### src/rtl/grf_wport_arbiter_pkg.sv
// Shared GRF write-port definitions.
// Holds the aux write-queue entry bundle.
package grf_wport_arbiter_pkg;

  localparam int GRF_AW = 5;
  localparam int WORD   = 32;

  localparam logic [GRF_AW-1:0] REG_ZERO = '0;

  typedef struct packed {
    logic              valid;
    logic [GRF_AW-1:0] a3;
    logic [WORD-1:0]   wd;
    logic [WORD-1:0]   pc;
  } aux_ent_t;

endpackage

### src/rtl/grf_wq_fifo.sv
// Aux write queue with per-entry valid bits,
// kill-by-address and two pending-read matches.
module grf_wq_fifo
  import grf_wport_arbiter_pkg::*;
#(
  parameter  int DEPTH = 4,
  localparam int PW    = $clog2(DEPTH),
  localparam int CW    = PW + 1
) (
  input  logic              clk,
  input  logic              reset,
  input  logic              i_push,
  input  aux_ent_t          i_push_ent,
  input  logic              i_pop,
  input  logic              i_kill,
  input  logic [GRF_AW-1:0] i_kill_a3,
  input  logic [GRF_AW-1:0] i_rd_a1,
  input  logic [GRF_AW-1:0] i_rd_a2,
  output aux_ent_t          o_head,
  output logic [CW-1:0]     o_count,
  output logic              o_pend_a1,
  output logic              o_pend_a2
);

  aux_ent_t      r_ent [DEPTH];
  logic [PW-1:0] r_rd;
  logic [PW-1:0] r_wr;
  logic [CW-1:0] r_count;

  assign o_head  = r_ent[r_rd];
  assign o_count = r_count;

  always_comb begin
    o_pend_a1 = 1'b0;
    o_pend_a2 = 1'b0;
    for (int i = 0; i < DEPTH; i++) begin
      if (r_ent[i].valid && r_ent[i].a3 == i_rd_a1)
        o_pend_a1 = 1'b1;
      if (r_ent[i].valid && r_ent[i].a3 == i_rd_a2)
        o_pend_a2 = 1'b1;
    end
    if (i_rd_a1 == REG_ZERO) o_pend_a1 = 1'b0;
    if (i_rd_a2 == REG_ZERO) o_pend_a2 = 1'b0;
  end

  // Push is applied last so a same-cycle push is never killed.
  always_ff @(posedge clk) begin
    if (!reset) begin
      r_rd    <= '0;
      r_wr    <= '0;
      r_count <= '0;
      for (int i = 0; i < DEPTH; i++)
        r_ent[i].valid <= 1'b0;
    end else begin
      for (int i = 0; i < DEPTH; i++)
        if (i_kill && r_ent[i].a3 == i_kill_a3)
          r_ent[i].valid <= 1'b0;
      if (i_pop) begin
        r_ent[r_rd].valid <= 1'b0;
        r_rd              <= r_rd + 1'b1;
      end
      if (i_push) begin
        r_ent[r_wr] <= i_push_ent;
        r_wr        <= r_wr + 1'b1;
      end
      r_count <= r_count + CW'(i_push) - CW'(i_pop);
    end
  end

endmodule

### src/rtl/grf_wport_arbiter.sv
// GRF write-port arbiter: pipeline writes win,
// queued aux writes drain into idle slots.
module grf_wport_arbiter
  import grf_wport_arbiter_pkg::*;
#(
  parameter  int DEPTH    = 4,
  parameter  int MAX_WAIT = 8,
  localparam int CW       = $clog2(DEPTH) + 1,
  localparam int WW       = $clog2(MAX_WAIT + 1)
) (
  input  logic              clk,
  input  logic              reset,
  input  logic [GRF_AW-1:0] w_a3,
  input  logic [WORD-1:0]   w_wd,
  input  logic [WORD-1:0]   w_pc,
  input  logic              aux_valid,
  output logic              aux_ready,
  input  logic [GRF_AW-1:0] aux_a3,
  input  logic [WORD-1:0]   aux_wd,
  input  logic [WORD-1:0]   aux_pc,
  output logic [GRF_AW-1:0] grf_a3,
  output logic [WORD-1:0]   grf_wd,
  output logic [WORD-1:0]   grf_pc,
  input  logic [GRF_AW-1:0] rd_a1,
  input  logic [GRF_AW-1:0] rd_a2,
  output logic              pend_a1,
  output logic              pend_a2,
  output logic              force_stall,
  output logic [CW-1:0]     fifo_count
);

  aux_ent_t      w_head;
  aux_ent_t      w_push_ent;
  logic [CW-1:0] w_count;
  logic          w_busy;
  logic          w_pop;
  logic          w_push;
  logic          w_head_kill;
  logic [WW-1:0] r_wait;

  assign w_busy      = (w_a3 != REG_ZERO);
  // An invalid head retires even while the pipeline owns the port.
  assign w_pop       = (w_count != '0) && (!w_busy || !w_head.valid);
  assign aux_ready   = (w_count < CW'(DEPTH)) || w_pop;
  assign w_push      = aux_valid && aux_ready && (aux_a3 != REG_ZERO);
  assign w_head_kill = w_busy && w_head.valid && (w_head.a3 == w_a3);
  assign w_push_ent  = '{valid: 1'b1, a3: aux_a3, wd: aux_wd, pc: aux_pc};
  assign fifo_count  = w_count;
  assign force_stall = (r_wait == WW'(MAX_WAIT));

  grf_wq_fifo #(.DEPTH(DEPTH)) u_fifo (
    .clk        (clk),
    .reset      (reset),
    .i_push     (w_push),
    .i_push_ent (w_push_ent),
    .i_pop      (w_pop),
    .i_kill     (w_busy),
    .i_kill_a3  (w_a3),
    .i_rd_a1    (rd_a1),
    .i_rd_a2    (rd_a2),
    .o_head     (w_head),
    .o_count    (w_count),
    .o_pend_a1  (pend_a1),
    .o_pend_a2  (pend_a2)
  );

  always_comb begin
    grf_a3 = REG_ZERO;
    grf_wd = '0;
    grf_pc = '0;
    if (w_busy) begin
      grf_a3 = w_a3;
      grf_wd = w_wd;
      grf_pc = w_pc;
    end else if (w_head.valid) begin
      grf_a3 = w_head.a3;
      grf_wd = w_head.wd;
      grf_pc = w_head.pc;
    end
  end

  always_ff @(posedge clk) begin
    if (!reset)
      r_wait <= '0;
    else if (!w_head.valid || w_pop || w_head_kill)
      r_wait <= '0;
    else if (w_busy && !force_stall)
      r_wait <= r_wait + 1'b1;
  end

endmodule
### config.mk
export PLATFORM = sky130hd
export DESIGN_NAME = grf_wport_arbiter
export DESIGN_NICKNAME = d
export VERILOG_FILES = /design/src/rtl/grf_wport_arbiter_pkg.sv /design/src/rtl/grf_wq_fifo.sv /design/src/rtl/grf_wport_arbiter.sv
export SDC_FILE = /design/constraint.sdc
export NUM_CORES = 1
export LEC_CHECK = 0
export CAP_MARGIN = 40
export CORE_ASPECT_RATIO = 1.2
export CORE_MARGIN = 4
export CORE_UTILIZATION = 57
export CTS_CLUSTER_DIAMETER = 150
export DETAILED_ROUTE_END_ITERATION = 6
export PLACE_DENSITY = 0.86
export SKIP_LAST_GASP = 1
export SYNTH_ARGS = -nofsm -noshare
export SYNTH_HDL_FRONTEND = slang
export SYNTH_SLANG_ARGS = --single-unit
### constraint.sdc
create_clock -name clk -period 12.4 [get_ports clk]
set_clock_uncertainty 0.1 [all_clocks]
set_input_delay 3.1 -clock clk [delete_from_list [all_inputs] [get_ports clk]]
set_output_delay 3.1 -clock clk [all_outputs]
set_load 0.02 [all_outputs]
Yosys cells after proc, flatten, opt, wreduce, memory -nomap -nowiden:

Memories as Yosys holds them, arrays and structs flattened. A register that Yosys moved wholly into a read port is not among the register bits.
Cells that the tools add are included.

* memories: 1
* register bits after elaboration: 11
* output and inout bits: 76
* bits in writable memories: 280
* logic and storage cells: 102

* reduce and logical (&&, ||, !) cells: 31
* add/subtract/negate cells: 5
* equality and inequality tests: 14
* mux-type cells: 41
* order comparisons: 1
* bitwise gates (word level): 5

Memory list
* u_fifo.r_ent: depth 4, bits a word 70, read ports 5, clocked after memory_dff 1, write ports 6, line grf_wq_fifo.sv:25 `aux_ent_t r_ent [DEPTH];`

Operator list (count)
* $mux 32: 4
* $eq 5x5->1: 13
* $mux 1: 33
* $logic_and 1x1->1: 18
* $logic_not 5->1: 2
* $mux 5: 2
* $reduce_bool 5->1: 2
* $add 2x1->2 const B: 2
* $add 4x1->4 const B: 1
* $eq 4x4->1 const B: 1
* $logic_or 1x1->1: 4
* $mux 2: 2
* $or 1x1->1: 4
* $add 3x1->3: 1
* $logic_not 1->1: 3
* $lt 3x3->1 const B: 1
* $reduce_bool 3->1: 1
* $sub 3x1->3: 1
* $reduce_or 2->1: 1
* $not 1->1: 1

Longest topological paths before layout:

* depth after elaboration: 10
* gate-level depth with buffers: 13
* gate-level depth less buffers: 12

Modules after synthesis:

From an unflattened synthesis, not the netlist that was laid out.

* cell total of the unflattened synthesis: 796
* area, all modules: 12802.3 sq um

By module, submodules not included
* grf_wq_fifo: instances 1, cells an instance 532, area each 11468.5 sq um
* grf_wport_arbiter: instances 1, cells an instance 264, area each 1333.8 sq um

Worst setup path after synthesis:

No wires, ideal clock.

* path kind: input to output
* from: input w_a3[0]
* to: output grf_wd[21]
* cell stages on the path: 8
* arrival time: 4.515 ns
* data required time: 9.200 ns
* setup slack: 4.685 ns
* cell sequence: clkbuf_1 > nor3_1 > and2_1 > buf_2 > clkbuf_1 > buf_2 > nand3_1 > nand2_1

* longest elaborated chain between the ends: 2

Ends and longest elaborated chain
* start, declared: line grf_wport_arbiter.sv:13 `input logic [GRF_AW-1:0] w_a3,`
* $reduce_bool 5->1: line grf_wport_arbiter.sv:41 `assign w_busy = (w_a3 != REG_ZERO);`
* $mux 32: line grf_wport_arbiter.sv:71 `if (w_busy) begin`
* end, declared: line grf_wport_arbiter.sv:22 `output logic [WORD-1:0] grf_wd,`

Every way passes these cells.

Final worst setup path:

* from: input w_a3[0]
* to: output grf_wd[10]

The elaborated chain is that of the path after synthesis.

==> results.txt <==
The run finished with clean final reports. The logs give 68.5% for the part of the Yosys area used for sequential elements and 3 for the maximum root-to-sink buffer count. The post-synthesis share of cell area spent on xor and xnor gates came out at 5.01%.

The pre-antenna-repair detailed-routing pass consisted of 5 iterations. In this run the power density over the cells is 161 nW/µm². The share of the synthesized area in the top cell type is 65.8%. Once the floorplan was initialized, standard cells occupied 58.0% of the core. The tools report the kind of end point of the critical path as an output port.

The run gives 0 as the number of nets with antenna violations after routing. The per-instance average area after synthesis is 16.0 µm², and the initial DRC count is 512. The worst min-delay path class is flop to flop.

Gate count after technology mapping: 788. For the pin with the worst max-slew slack, the measured transition is 893 ps. After synthesis, the cell types taking the most area are edfxtp_1, mux4_2, nand2_1, xor2_1, nand3_1. The count of H-tree levels built during CTS is 1, and the area of the placeable core is 21700 µm². In this run the tool buffered the top-level ports with 226 buffer cells. The cell area that synthesis handed to floorplanning was 12600 µm². The routed wire length was 28400 µm; the number of vias per cell was 5.81. Of the total synthesized cell area, the portion taken by full adders, half adders and majority gates is 1.35%. The post-synthesis net count is 952.

The number of max-slew violations in the final report is 0. Static timing analysis puts the maximum clock frequency at 111 MHz. The logs give 15200 µm² for the total cell area at the placement stage and 3360 ps for the worst path setup slack after routing. Hold repair after CTS inserted 0 buffers. At the end of the flow, the number of nets in the layout was 1159. Clock-pin slew was measured on the worst setup and hold paths at 60 ps. The fraction of the core area covered by cells at the end of the flow was 74.0%; the arrival time at the worst endpoint was 5840 ps. The maximum number of pins on one net before global-route repair is 77. The run gives 0 as the total of warnings raised by yosys. OpenSTA, run right after detailed placement, puts the worst setup slack at 3390 ps.

STA puts the critical path data required time at 9200 ps. The largest vdd supply drop was 0.125 mV. The fraction of synthesized area in multiplexers was 12.7%; the global-route wire length before repair was 44000 µm. Summing all multi-input logic gate instances after layout gives 3720 µm². The synthesized flop and latch total works out to 293. After synthesis, the largest family of logic cells by area is multiplexers. Once layout is done, the placed cells without fillers occupy 16100 µm².

The HPWL after detailed placement is 17900 µm. The tools report the type of element launching the critical path as a primary input. The via count of the first global-routing pass was 7952; the simple-gate share of the synthesized area was 9.13%. From left edge to right edge, the die measures 144 µm.

The TritonCTS sink count is 293. The number of clock buffers added by TritonCTS is 27. The quantity of gates resized following cts came out at 0. Setup repair after global routing left no endpoint under its margin. The die is 171 µm tall. The number of antenna violations at the first check in global routing is 0, and the complex-gate fraction of the synthesized area is 1.15%. The number of antenna diodes in the final layout is 0.

The logs give 0 for the number of violations of the max-capacitance limit and 227 for the I/O pin count. The combined global-route utilization of all metal layers was 23.3%. The run gives 59 as the number of standard-cell rows in the floorplan. Headroom to the max-slew limit came out at 40.5%.

The area growth from synthesis to layout is 27.5%. The layout cell share with drive strength beyond 1 was 13.1%; the count of different cell masters after synthesis was 32. The run gives 0 as the number of remaining DRC errors. TritonCTS built the clock tree. The total overflow left after global routing is 0.

The post-synthesis cell type with the largest combined area was edfxtp_1. The floorplan step defined a die boundary enclosing 24600 µm². For the count of filler cells inserted in the layout, the log shows 1360. In this run the worst path has a maximum fanout of 67. The setup-violating endpoint count in the final report is 0, and the sum of negative setup slack is 0 ps. The worst setup path is of the primary input to output port kind. The number of post-CTS setup repair buffers came out at 0. The clock tree root driver cell is clkbuf_16. The count of endpoints failing hold in the final timing report is 0, and the final weighted congestion of routability-driven global placement is 0.856. Dividing the final minimum period by the clock period gives 72.9%.

After detailed routing, the average wire length per cell comes to 22.0 µm. The worst path needs 9040 ps of the cycle, external delays included. Summing all flip-flop and latch instances after layout gives 8640 µm². In this run the static leakage power is 5.49 nW. Summing over every cut layer, the via total after detailed routing is 7489. The later pin in the worst-skew pair is clocked with a latency of 530 ps.
[logic make-up after synthesis]
kind of cell,after synthesis
and+or+nand+nor,255
muxes,72
buffers and inverters,67
xor gates and xnor gates,72
DFF,293
AOI/OAI and AO/OA,16
adders and majority gates,13
[cells in the final DEF (no fill, tap or decap), drive strengths merged, types with 2 or more instances in the layout]
cell type      count
dfxtp             17
nand2            135
xnor2             26
and3               4
or4                3
a41o               4
o21a               2
buf                9
edfxtp           276
nor3              10
a31o               5
ha                12
xor2              46
inv               11
mux2i              2
nor4               8
mux4              70
nor2               2
clkinvlp           2
clkbuf            37
nand3             76
nand4              8
bufinv             3
clkinv             7
clkdlybuf4s50    226
nor2b              2
o21ai              2
and2               6
[path summary, 6_finish.rpt]
| kind | startpoint | endpoint | slack, ps | depth (start not counted) |
|---|---|---|---|---|
| worst max-delay path | w_a3[0] | grf_wd[10] | 3360 | 7 |
| worst min-delay path | u_fifo.r_wr[1] | u_fifo.r_wr[1] | 430 | 2 |
| worst max register to register | flop | u_fifo.o_count[2] | 8040 | 11 |
| worst min register to register | u_fifo.r_wr[1] | u_fifo.r_wr[1] | 430 | 2 |
[synthesized netlist by cell type, drive strengths merged]
master,instances
edfxtp,276
nand2,135
nand3,76
mux4,70
xor2,46
clkbuf,35
xnor2,26
buf,22
dfxtp,17
ha,12
inv,10
nor3,10
nand4,8
nor4,8
and2,6
a31o,5
a41o,4
and3,4
or4,3
mux2i,2
nor2,2
nor2b,2
o21a,2
o21ai,2
a21oi,1
a31oi,1
fa,1
nand3b,1
o211ai,1
[per-layer routing]
| metal | vias up | GRT usage (%) | part of all wire, % | routed length, µm |
|---|---|---|---|---|
| li1 | 3412 | - | - | - |
| met1 | 3731 | 30.5 | 37 | 10600 |
| met2 | 291 | 40.9 | 53 | 15100 |
| met3 | 55 | 3.94 | 6.8 | 1940 |
| met4 | 0 | 6.27 | 2.5 | 722 |
| met5 | - | 0 | 0 | 0 |
[worst max-delay path: stages]
cell and delay, ps:
clkdlybuf4s50_1 580, nor3_1 340, and2_2 220, buf_4 600, nand3_1 240, nand2_1 120
clkdlybuf4s50_1 600
[final cells by class]
| class | count | area share, % |
|---|---|---|
| Clock buffer | 37 | 4.70 |
| Clock inverter | 13 | 0.919 |
| Inverter | 10 | 0.234 |
| Multi-Input combinational cell | 428 | 23.1 |
| Sequential cell | 293 | 53.7 |
| Tap cell | 274 | 2.13 |
| Timing Repair Buffer | 235 | 15.1 |
[sequential cells by signal, indices dropped and copies added (netlist names), named ones only]
signal,count
u_fifo.r_rd,2
u_fifo.r_wr,2
u_fifo.r_ent,280
u_fifo.o_count,3
r_wait,4
[power breakdown]
group	internal [W]	switching (W)
registers	0.00114	0.0000505
clock network	0.000489	0.000344
logic	0.000293	0.000274
total	0.00192	0.000668
[through the flow]
stage / power (W) / hold slack, ps / std cells
after floorplan: 0.00158 / 369 / 788
after global placement: 0.00176 / 390 / 1235
after detailed placement: 0.00178 / 425 / 1240
after CTS: 0.00261 / 440 / 1290
after global routing: 0.00269 / 469 / 1290
final: 0.00259 / 431 / 1290
Note: power is estimated with default switching activity, not from simulation.
==> edit 1: new RTL, config.mk and constraints unchanged <==
`DEPTH` is set to 4 in 2 places; all go to 8.
--- a/src/rtl/grf_wq_fifo.sv
+++ b/src/rtl/grf_wq_fifo.sv
@@ -5,3 +5,3 @@
 #(
-  parameter  int DEPTH = 4,
+  parameter  int DEPTH = 8,
   localparam int PW    = $clog2(DEPTH),
--- a/src/rtl/grf_wport_arbiter.sv
+++ b/src/rtl/grf_wport_arbiter.sv
@@ -5,3 +5,3 @@
 #(
-  parameter  int DEPTH    = 4,
+  parameter  int DEPTH    = 8,
   parameter  int MAX_WAIT = 8,
Ports: changed (resized fifo_count); port bits go from 227 to 228. No check against the original RTL was run, so the function may have changed too.
==> edit 1 against the original RTL <==
  * Sequential cell count increased by 284
  * Synthesized cell count up 65%
  * Register-to-register slack got worse by 0.31 ns
  * Cell area up 79%
  * Setup slack worse by 0.62 ns
  * Power increased by 89%
  * Synthesized area rose by 92%
  * Wire length increased by 92%
  * Critical endpoint is now grf_pc[12]
  * Largest cell class unchanged
==> edit 1: results (changes against the original RTL) <==
.. list-table::
   :header-rows: 1

   * - Metric
     - Value
   * - Peak per-stage delay on the critical path
     - 0.70 ns (+0.10 ns)
   * - Initial DRC Count
     - 1073 (+110%)
   * - Total track usage
     - 0.237 (+0.00381)
   * - Peak supply drop
     - 0.145 mV (+16%)
   * - Layout net count
     - 1694 (+46%)
   * - DR WL met3
     - 3260 um (+68%)
   * - Total length of routed wires
     - 54400 um (+92%)
   * - Met3 usage in global routing
     - 0.0356 (-0.00379)
   * - Most area-consuming cells after synthesis
     - sky130_fd_sc_hd__edfxtp_1 69%, sky130_fd_sc_hd__mux4_2 13%, sky130_fd_sc_hd__mux2i_1 3.6%
   * - Number of synthesized flops with an enable pin
     - 552 (+100%)
   * - Proportion of synthesized area in mux cells
     - 0.163 (+0.0363)
   * - Adder-Cell Fraction of Synth Area
     - 0.00549 (-0.00802)
   * - Number of sequential storage elements
     - 577 (+97%)
   * - Layout clock buffers
     - 66 (+78%)
   * - Leading cell types by count after synthesis
     - 552 x sky130_fd_sc_hd__edfxtp_1, 135 x sky130_fd_sc_hd__mux4_2, 87 x sky130_fd_sc_hd__mux2i_1
   * - Multi-input comb cells
     - 636 (+49%)
   * - Worst r2r path cells
     - 9 (-2)
   * - Post-Place Cells
     - 2024 (+63%)
   * - Uppermost signal routing layer after detailed routing
     - met5
   * - Area of combinational cells with multiple inputs
     - 6730 um2 (+81%)
   * - Outcome
     - complete, no violations
   * - Compound-gate portion of the synthesized area
     - 0.0260 (+0.0145)
   * - Global-route wire length before repair
     - 82400 um (+87%)
   * - Sequential share of cell area
     - 0.593 (+0.0551)
   * - Weighted congestion reported at the end of routability-driven placement
     - 0.906 (+5.9%)
   * - Fill cells
     - 2602 (+91%)
   * - Total vias in the final route
     - 12949 (+73%)
   * - Portion of the layout cell area used by non-clock buffers
     - 0.0908 (-0.0605)
   * - Biggest fanout along the worst timing path
     - 69 (+3.0%)
## edit 1: changes by cell type after synthesis, sizes merged, moves of 10 or more
cell / unedited run / this run
xor2: 46 / 83
nor4: 8 / 19
edfxtp: 276 / 552
nand3: 76 / 17
xnor2: 26 / 49
nand2: 135 / 75
nor2: 2 / 17
mux2i: 2 / 87
o21ai: 2 / 68
buf: 22 / 32
mux4: 70 / 136
## edit 1: report_power, final
| group | switching, uW | internal (uW) |
|---|---|---|
| logic | 484 | 531 |
| clock network | 682 | 883 |
| registers | 95.4 | 2210 |
| total | 1260 | 3630 |
## edit 1: kinds of logic after synthesis
kind of cell | Yosys count
adders and majority gates | 10
AOI/OAI and AO/OA | 102
and+or+nand+nor | 169
xor gates and xnor gates | 132
buffers and inverters | 87
muxes | 223
DFF | 577
## edit 1: stage by stage
stage               worst slack (ns)  instance area [um2]
finish                          2.73                28800
global route                    2.57                28800
CTS                             2.72                28800
detailed placement              2.76                27200
global placement                2.81                26900
floorplan                       2.61                24200
==> edit 2: new RTL, same settings <==
Without the edit above. Register the output `fifo_count`, without a reset; this adds one clock of latency there. The other outputs are not delayed to match.
--- a/src/rtl/grf_wport_arbiter.sv
+++ b/src/rtl/grf_wport_arbiter.sv
@@ -47,3 +47,5 @@
   assign w_push_ent  = '{valid: 1'b1, a3: aux_a3, wd: aux_wd, pc: aux_pc};
-  assign fifo_count  = w_count;
+  always_ff @(posedge clk) begin
+    fifo_count <= w_count;
+  end
   assign force_stall = (r_wait == WW'(MAX_WAIT));
Behaviour: not the same (a bounded check fails within 4 cycles, from zero or initial values and one cycle with reset low).
==> edit 2 against the original RTL <==
  * Wire length decreased by 3.3%
  * Critical path depth stayed put
  * Sequential cell count rose by 3
  * Sequential share of layout area rose by 0.56 points
  * Power is 1.7% lower
  * Cell area down 0.35%
  * Clock power shrank 5.4%
  * Global-route usage shrank 1.2 points
  * Worst hold slack worse by 0.15 ns
  * Die area rose by 0.46%
  * Synthesized area increased by 0.49%
  * Setup slack got worse by 0.26 ns
==> edit 2: results (changes against the original RTL) <==
.. list-table::
   :header-rows: 1

   * - Metric
     - Value
   * - Outcome
     - complete, no violations
   * - Post-Syn Area per Cell
     - 16.0 um2 (+0.11%)
   * - Weighted congestion reported at the end of routability-driven placement
     - 0.916 (+7.0%)
   * - Total vias in the final route
     - 7472 (-0.23%)
   * - Slew @ Worst Pin
     - 0.814 ns (-0.0784 ns)
   * - Antenna violations before repair
     - 2 (+2)
   * - Number of global-route vias before repair
     - 7713 (-3.0%)
   * - Worst reg2reg endpoint
     - u_fifo.r_ent[1][23]
   * - Number of standard cells in the layout, taps in and fillers out
     - 1295 (+0.39%)
   * - Worst r2r path cells
     - 5 (-6)
   * - Hold EP
     - fifo_count[0]
   * - Sequential fraction of the synthesis area
     - 0.686 (+0.00143)
   * - Critical hold path startpoint
     - u_fifo.o_count[0]
   * - DR WL met3
     - 1460 um (-25%)
   * - Number of nets produced by synthesis
     - 955 (+0.32%)
   * - Proportion of layout cells with a drive suffix above 1
     - 0.132 (+0.000596)
   * - Initial DRC Count
     - 497 (-2.9%)
   * - Total length of routed wires
     - 27500 um (-3.3%)
   * - Worst Setup EP
     - grf_wd[8]
   * - Reg-to-reg slack, setup
     - 8.09 ns (+0.05 ns)
   * - Crit path arrival time
     - 6.10 ns (+0.26 ns)
   * - Met2 capacity usage during global routing
     - 0.382 (-0.0270)
   * - Peak per-stage delay on the critical path
     - 0.63 ns (+0.03 ns)
   * - Global-route wire length before repair
     - 42200 um (-4.2%)
   * - Number of iterations in the first detailed-routing pass
     - 7 (+2)
edit 2: cell types whose count changed in the layout (fill, tap and decap cells not counted), sizes merged:
cell and delta:
clkbuf -7, diode +2, dfxtp +3, bufinv -1, clkinv +9, clkinvlp -1
edit 2: critical path: cells and delay by family:
kind / cells / cell delay, ns
buf+inv: 3 / 1.77
simple gates: 4 / 1.15
edit 2: cell families (layout without fill, tap and decap cells):
family                   count (synthesis)  in the layout  synth area share
flip-flops                             296            296             0.686
adder cells (fa/ha/maj)                 13             13            0.0134
multiplexers                            72             72             0.126
AND/OR/NAND/NOR                        255            255            0.0908
other                                    0              2                 0
AO/OA/AOI/OAI                           16             16            0.0115
XOR/XNOR                                72             72            0.0498
buffers and inverters                   67            295            0.0219
edit 2: per-stage QoR:
| step | setup WS, ns | hold slack (ns) | instance area [um2] | util | power (uW) |
|---|---|---|---|---|---|
| after global routing | 2.96 | 0.283 | 16000 | 0.735 | 2660 |
| final | 3.10 | 0.278 | 16000 | 0.735 | 2540 |
| after detailed placement | 3.12 | 0.269 | 15200 | 0.696 | 1780 |
| after CTS | 3.12 | 0.278 | 16000 | 0.735 | 2570 |
| after floorplan | 4.71 | 0.255 | 12700 | - | 1600 |
| after global placement | 3.23 | 0.268 | 15100 | 0.693 | 1770 |
edit 2: where the power goes:
group	leakage, uW	switching, uW	internal [uW]	total, uW
clock network	0.000416	346	442	788
logic	0.00239	249	288	538
registers	0.00267	66.8	1150	1220
edit 2: final cells by class:
type	count	area [um2]	share of cell area
repair buffers	235	2370	0.148
flip-flops and latches	296	8700	0.543
multi-input cells	428	3720	0.232
clock buffers	30	687	0.0429
inverters	10	37.5	0.00234
diodes	2	5.00	0.000313
clock inverters	20	159	0.00992
well taps	274	343	0.0214
